--- src/rtl/cpu_obi_timeout_guard.sv ---
// OBI timeout guard between a CPU data port and the system bus: fakes a grant
// and/or an error response when the bus stalls, and records timeout statistics.
package cpu_obi_timeout_guard_pkg;
  typedef struct packed {
    logic        req;
    logic        we;
    logic [3:0]  be;
    logic [31:0] addr;
    logic [31:0] wdata;
  } obi_req_t;

  typedef struct packed {
    logic        gnt;
    logic        rvalid;
    logic [31:0] rdata;
  } obi_resp_t;
endpackage

module cpu_obi_timeout_guard
  import cpu_obi_timeout_guard_pkg::*;
#(
  parameter int unsigned TIMEOUT_CYCLES = 256,
  parameter logic [31:0] ERR_RDATA      = 32'hDEAD_BEEF
) (
  input  logic        clk_i,
  input  logic        rst_ni,
  input  obi_req_t    cpu_req_i,
  output obi_resp_t   cpu_resp_o,
  output obi_req_t    bus_req_o,
  input  obi_resp_t   bus_resp_i,
  output logic        timeout_o,
  output logic [31:0] err_addr_o,
  output logic [7:0]  err_cnt_o
);

  localparam logic [15:0] CNT_LAST = 16'(TIMEOUT_CYCLES - 1);

  typedef enum logic [2:0] {IDLE, WAIT_RSP, FAKE_GNT, FAKE_RSP, DRAIN} state_e;

  state_e      state_q, state_d;
  logic [15:0] cnt_q, cnt_d;
  logic [31:0] addr_q, addr_d;
  logic [31:0] err_addr_q, err_addr_d;
  logic [7:0]  err_cnt_q, err_cnt_d;
  logic        timeout;
  logic        cnt_last;

  always_comb begin
    state_d    = state_q;
    cnt_d      = cnt_q;
    addr_d     = addr_q;
    timeout    = 1'b0;
    cnt_last   = (cnt_q == CNT_LAST);
    // Address, data and strobes always follow the CPU; only req is gated.
    bus_req_o         = cpu_req_i;
    bus_req_o.req     = 1'b0;
    cpu_resp_o.gnt    = 1'b0;
    cpu_resp_o.rvalid = 1'b0;
    cpu_resp_o.rdata  = bus_resp_i.rdata;

    unique case (state_q)
      IDLE: begin
        bus_req_o.req  = cpu_req_i.req;
        cpu_resp_o.gnt = bus_resp_i.gnt;
        cnt_d          = '0;
        if (cpu_req_i.req) begin
          // A grant on the last allowed cycle wins over the timeout.
          if (bus_resp_i.gnt) begin
            state_d = WAIT_RSP;
            addr_d  = cpu_req_i.addr;
          end else if (cnt_last) begin
            state_d = FAKE_GNT;
            addr_d  = cpu_req_i.addr;
            timeout = 1'b1;
          end else begin
            cnt_d = cnt_q + 16'd1;
          end
        end
      end
      FAKE_GNT: begin
        cpu_resp_o.gnt = 1'b1;
        state_d        = FAKE_RSP;
      end
      FAKE_RSP: begin
        cpu_resp_o.rvalid = 1'b1;
        cpu_resp_o.rdata  = ERR_RDATA;
        state_d           = IDLE;
      end
      WAIT_RSP: begin
        if (bus_resp_i.rvalid) begin
          cpu_resp_o.rvalid = 1'b1;
          state_d           = IDLE;
          cnt_d             = '0;
        end else if (cnt_last) begin
          cpu_resp_o.rvalid = 1'b1;
          cpu_resp_o.rdata  = ERR_RDATA;
          timeout           = 1'b1;
          state_d           = DRAIN;
          cnt_d             = '0;
        end else begin
          cnt_d = cnt_q + 16'd1;
        end
      end
      DRAIN: begin
        // The late response belongs to a transaction the CPU already closed.
        if (bus_resp_i.rvalid || cnt_last) begin
          state_d = IDLE;
          cnt_d   = '0;
        end else begin
          cnt_d = cnt_q + 16'd1;
        end
      end
      default: begin
        state_d = IDLE;
        cnt_d   = '0;
      end
    endcase

    err_addr_d = err_addr_q;
    err_cnt_d  = err_cnt_q;
    if (timeout) begin
      err_addr_d = (state_q == IDLE) ? cpu_req_i.addr : addr_q;
      if (err_cnt_q != 8'hFF) err_cnt_d = err_cnt_q + 8'd1;
    end
  end

  always_ff @(posedge clk_i or negedge rst_ni) begin
    if (!rst_ni) begin
      state_q    <= IDLE;
      cnt_q      <= '0;
      addr_q     <= '0;
      err_addr_q <= '0;
      err_cnt_q  <= '0;
    end else begin
      state_q    <= state_d;
      cnt_q      <= cnt_d;
      addr_q     <= addr_d;
      err_addr_q <= err_addr_d;
      err_cnt_q  <= err_cnt_d;
    end
  end

  assign timeout_o  = timeout;
  assign err_addr_o = err_addr_q;
  assign err_cnt_o  = err_cnt_q;

endmodule

--- config.mk ---
export PLATFORM = sky130hd
export DESIGN_NAME = cpu_obi_timeout_guard
export DESIGN_NICKNAME = d
export VERILOG_FILES = /design/src/rtl/cpu_obi_timeout_guard.sv
export SDC_FILE = /design/constraint.sdc
export NUM_CORES = 1
export LEC_CHECK = 0
export CAP_MARGIN = 10
export CORE_ASPECT_RATIO = 0.9
export CORE_MARGIN = 4
export CORE_UTILIZATION = 37
export CTS_CLUSTER_DIAMETER = 200
export CTS_CLUSTER_SIZE = 24
export DETAILED_ROUTE_END_ITERATION = 8
export GPL_ROUTABILITY_DRIVEN = 0
export PLACE_DENSITY_LB_ADDON = 0.08
export REMOVE_ABC_BUFFERS = 1
export SYNTH_ARGS = -nofsm -noshare
export SYNTH_HDL_FRONTEND = slang
export SYNTH_SLANG_ARGS = --single-unit
--- constraint.sdc ---
create_clock -name clk_i -period 2.45 [get_ports clk_i]
set_clock_uncertainty 0.15 [all_clocks]
set_input_delay 0.6125 -clock clk_i [delete_from_list [all_inputs] [get_ports clk_i]]
set_output_delay 0.6125 -clock clk_i [all_outputs]
set_load 0.005 [all_outputs]
==> results.yml <==
outcome:
  status: "finished, violations left"
  failed_checks: "setup timing"
synth:
  postSynthAreaPerCell_sq_um: 11.4
  yosysTopAreaCell: "dfrtp_1"
  async_reset_ff_share_pct: 100
  synth_seq_cells: 91
  ys_types: 42
  synth_top_area_share_pct: 44.4
  yosys-top-cells-area: "dfrtp_1 (44%), mux2_2 (15%), buf_4 (10%)"
  synth_edf_count: 0
  ys.warnings.count: 0
  synth_flop_cell: "dfrtp_1"
  netlist_area_sq_um: 5130
  synthCells: 448
  synth-seq-area-share_pct: 44.4
global_route:
  grt_max_degree: 92
  grt.overflow.total: 0
  grt_pass1_wl_um: 24300
  grt_antenna_before_repair: 0
  grt_usage_pct: 19.3
  grt_pass1_vias: 4438
min_path:
  hold_path_class: "in -> async"
routing:
  ant_nets: 0
  wl_um: 15300
  vias_per_cell: 5.11
  drtIter0Drc: 194
  wl_per_cell_um: 19.2
  num_vias: 4086
  drcViolationCount: 0
  firstDrtPassIters: 4
clock_tree:
  cts_tree: "built"
  clkSinkCount: 91
  insertion_delay_ns: 0.33
  path_clk_slew_ns: 0.07
  cts_buffers: 9
  h-tree-depth: 3
  clockRootBuffer: "clkbuf_16"
  clockBufferDepth: 2
power_and_ir_drop:
  peakVddDrop_mv: 0.370
  powerDensity_nw_per_um2: 488
  total_power_w: 0.00381
  power_leakage_nw: 3.40
cells_and_area:
  n_antenna_cell: 0
  area_growth_pct: 52.3
  nNetsFinal: 734
  final_common_cell: "clkdlybuf4s50_1"
  final_cell_mix: "clkdlybuf4s50_1 (138), dfrtp_1 (91), mux2_2 (64), buf_4 (58), mux2_4 (35)"
  layout-drive-gt1-share_pct: 41.2
timing:
  fin_setup_tns_ns: -28.56
  min_period_over_period_pct: 124
  maxClockFrequency_mhz: 328
  hold_violations: 0
  post-route-min-period_ns: 3.05
  relSlewSlack_pct: 52.3
  finalWorstSetupSlack_ns: -0.597
  hold_slack_ns: 0.164
  rsz0062_at_grt: "true"
  worst-slew-pin-transition_ns: 0.714
  maxSlewViolCount: 0
  final-setup-viol-count: 84
run:
  maxCapViolCount: 0
setup_path:
  startpoint: "cnt_q[10]"
  path_max_fanout: 8
  reg2reg_depth: 8
  worst_setup_path_start_kind: "register"
  cp-end-kind: "output port"
  critPathRequiredTime_ns: 1.69
  rr_endpoint: "err_cnt_o[4]"
  r2r_start: "cnt_q[10]"
  rrSetupSlack_ns: -0.33
  critPathArrivalTime_ns: 2.28
  path_class: "reg -> out"
floorplanning:
  initial_core_util_pct: 38.1
  core_sq_um: 13500
  io_pins: 251
  dieArea_sq_um: 15800
  die_y_um: 120
  die_x_um: 132
  rows: 40
placed_design:
  io_buffers: 176
  hpwlAfterDp_um: 10600
==> kinds of logic after synthesis <==
group / count (synthesis) / share of synthesized area (%)
adders and majority gates: 2 / 0.488
xor gates and xnor gates: 7 / 1.20
muxes: 99 / 21.7
and+or+nand+nor: 81 / 9.45
buffers and inverters: 98 / 13.1
AOI/OAI and AO/OA: 70 / 9.62
DFF: 91 / 44.4
==> what timing repair did <==
item | in CTS | in global routing
gates cloned | 5 | 0
setup buffers | 14 | 8
setup endpoints to repair | 81 | 125
hold buffers | 0 | 0
pin swaps | 27 | 17
resized for setup | 214 | 26
==> cell type report <==
cell class | count | area (sq um)
clock inverters | 5 | 61.3
well taps | 168 | 210
inverters | 5 | 18.8
repair buffers | 260 | 2470
fillers | 1129 | 5660
multi-input cells | 259 | 2530
clock buffers | 11 | 233
flip-flops and latches | 91 | 2280
==> how the worst max path moves through the flow <==
| stage | endpoint | slack [ns] | cells after the start |
|---|---|---|---|
| final | cpu_resp_o[12] | -0.60 | 7 |
| after detailed placement | timeout_o | -0.61 | 4 |
| after CTS | cpu_resp_o[12] | -0.68 | 7 |
| after floorplan | addr_q[0] | -2.04 | 4 |
| after global placement | cpu_resp_o[32] | -0.61 | 4 |
| after global routing | cpu_resp_o[9] | -0.71 | 7 |
==> Yosys cell counts, types with 2 or more instances <==
library cell and count:
dfrtp_1 91, buf_4 69, mux2_2 69, mux2_1 30
o21bai_1 24, clkbuf_1 18, nor2_1 12, a31oi_1 10
nand2_1 9, nand3_1 9, nor3_1 9, o21a_1 9
nand4_1 7, xor2_1 7, a21oi_1 6, nor4_1 6
a22o_1 5, inv_1 5, nor2b_1 5, o21ai_0 5
o31ai_1 4, or3_1 4, or4_1 4, buf_8 3
nand2b_1 3, o311ai_0 3, and2_1 2, ha_1 2
nor3_2 2, nor3b_1 2, nor4_2 2, o21ai_1 2
==> metrics by stage <==
step,area (sq um),setup slack [ns],cells,utilization [%]
global placement,6980,-0.608,761,51.8
global route,7810,-0.712,799,58.0
CTS,7680,-0.684,796,57.1
finish,7810,-0.597,799,58.0
detailed placement,6980,-0.615,761,51.8
floorplan,4470,-2.04,355,-
==> routing by layer <==
layer / GRT usage [%] / vias to the layer above / share of wire [%]
met5: 1.63 / - / 0
li1: - / 1899 / -
met1: 23.8 / 1972 / 42
met2: 29.6 / 209 / 44
met4: 4.86 / 0 / 0.59
met3: 10.2 / 6 / 13
==> registers in the layout (all words and copies together) (netlist names) <==
| register | flops |
|---|---|
| addr_q | 32 |
| err_addr_o | 32 |
| cnt_q | 16 |
| err_cnt_o | 8 |
| state_q | 3 |
==> power breakdown <==
part           leakage [nW]  internal [W]  switching, W
Combinational          2.07      0.000456      0.000292
Sequential             1.20       0.00163     0.0000594
Clock                 0.132      0.000795      0.000580
==> worst max-delay path: stages, from the launching register on <==
cell	delay, ns
dfrtp_1	0.38
or4_4	0.56
nor4_4	0.34
a21oi_4	0.13
buf_12	0.15
buf_8	0.12
o21bai_1	0.13
buf_2	0.14
Power figures use the tool's default switching activity.
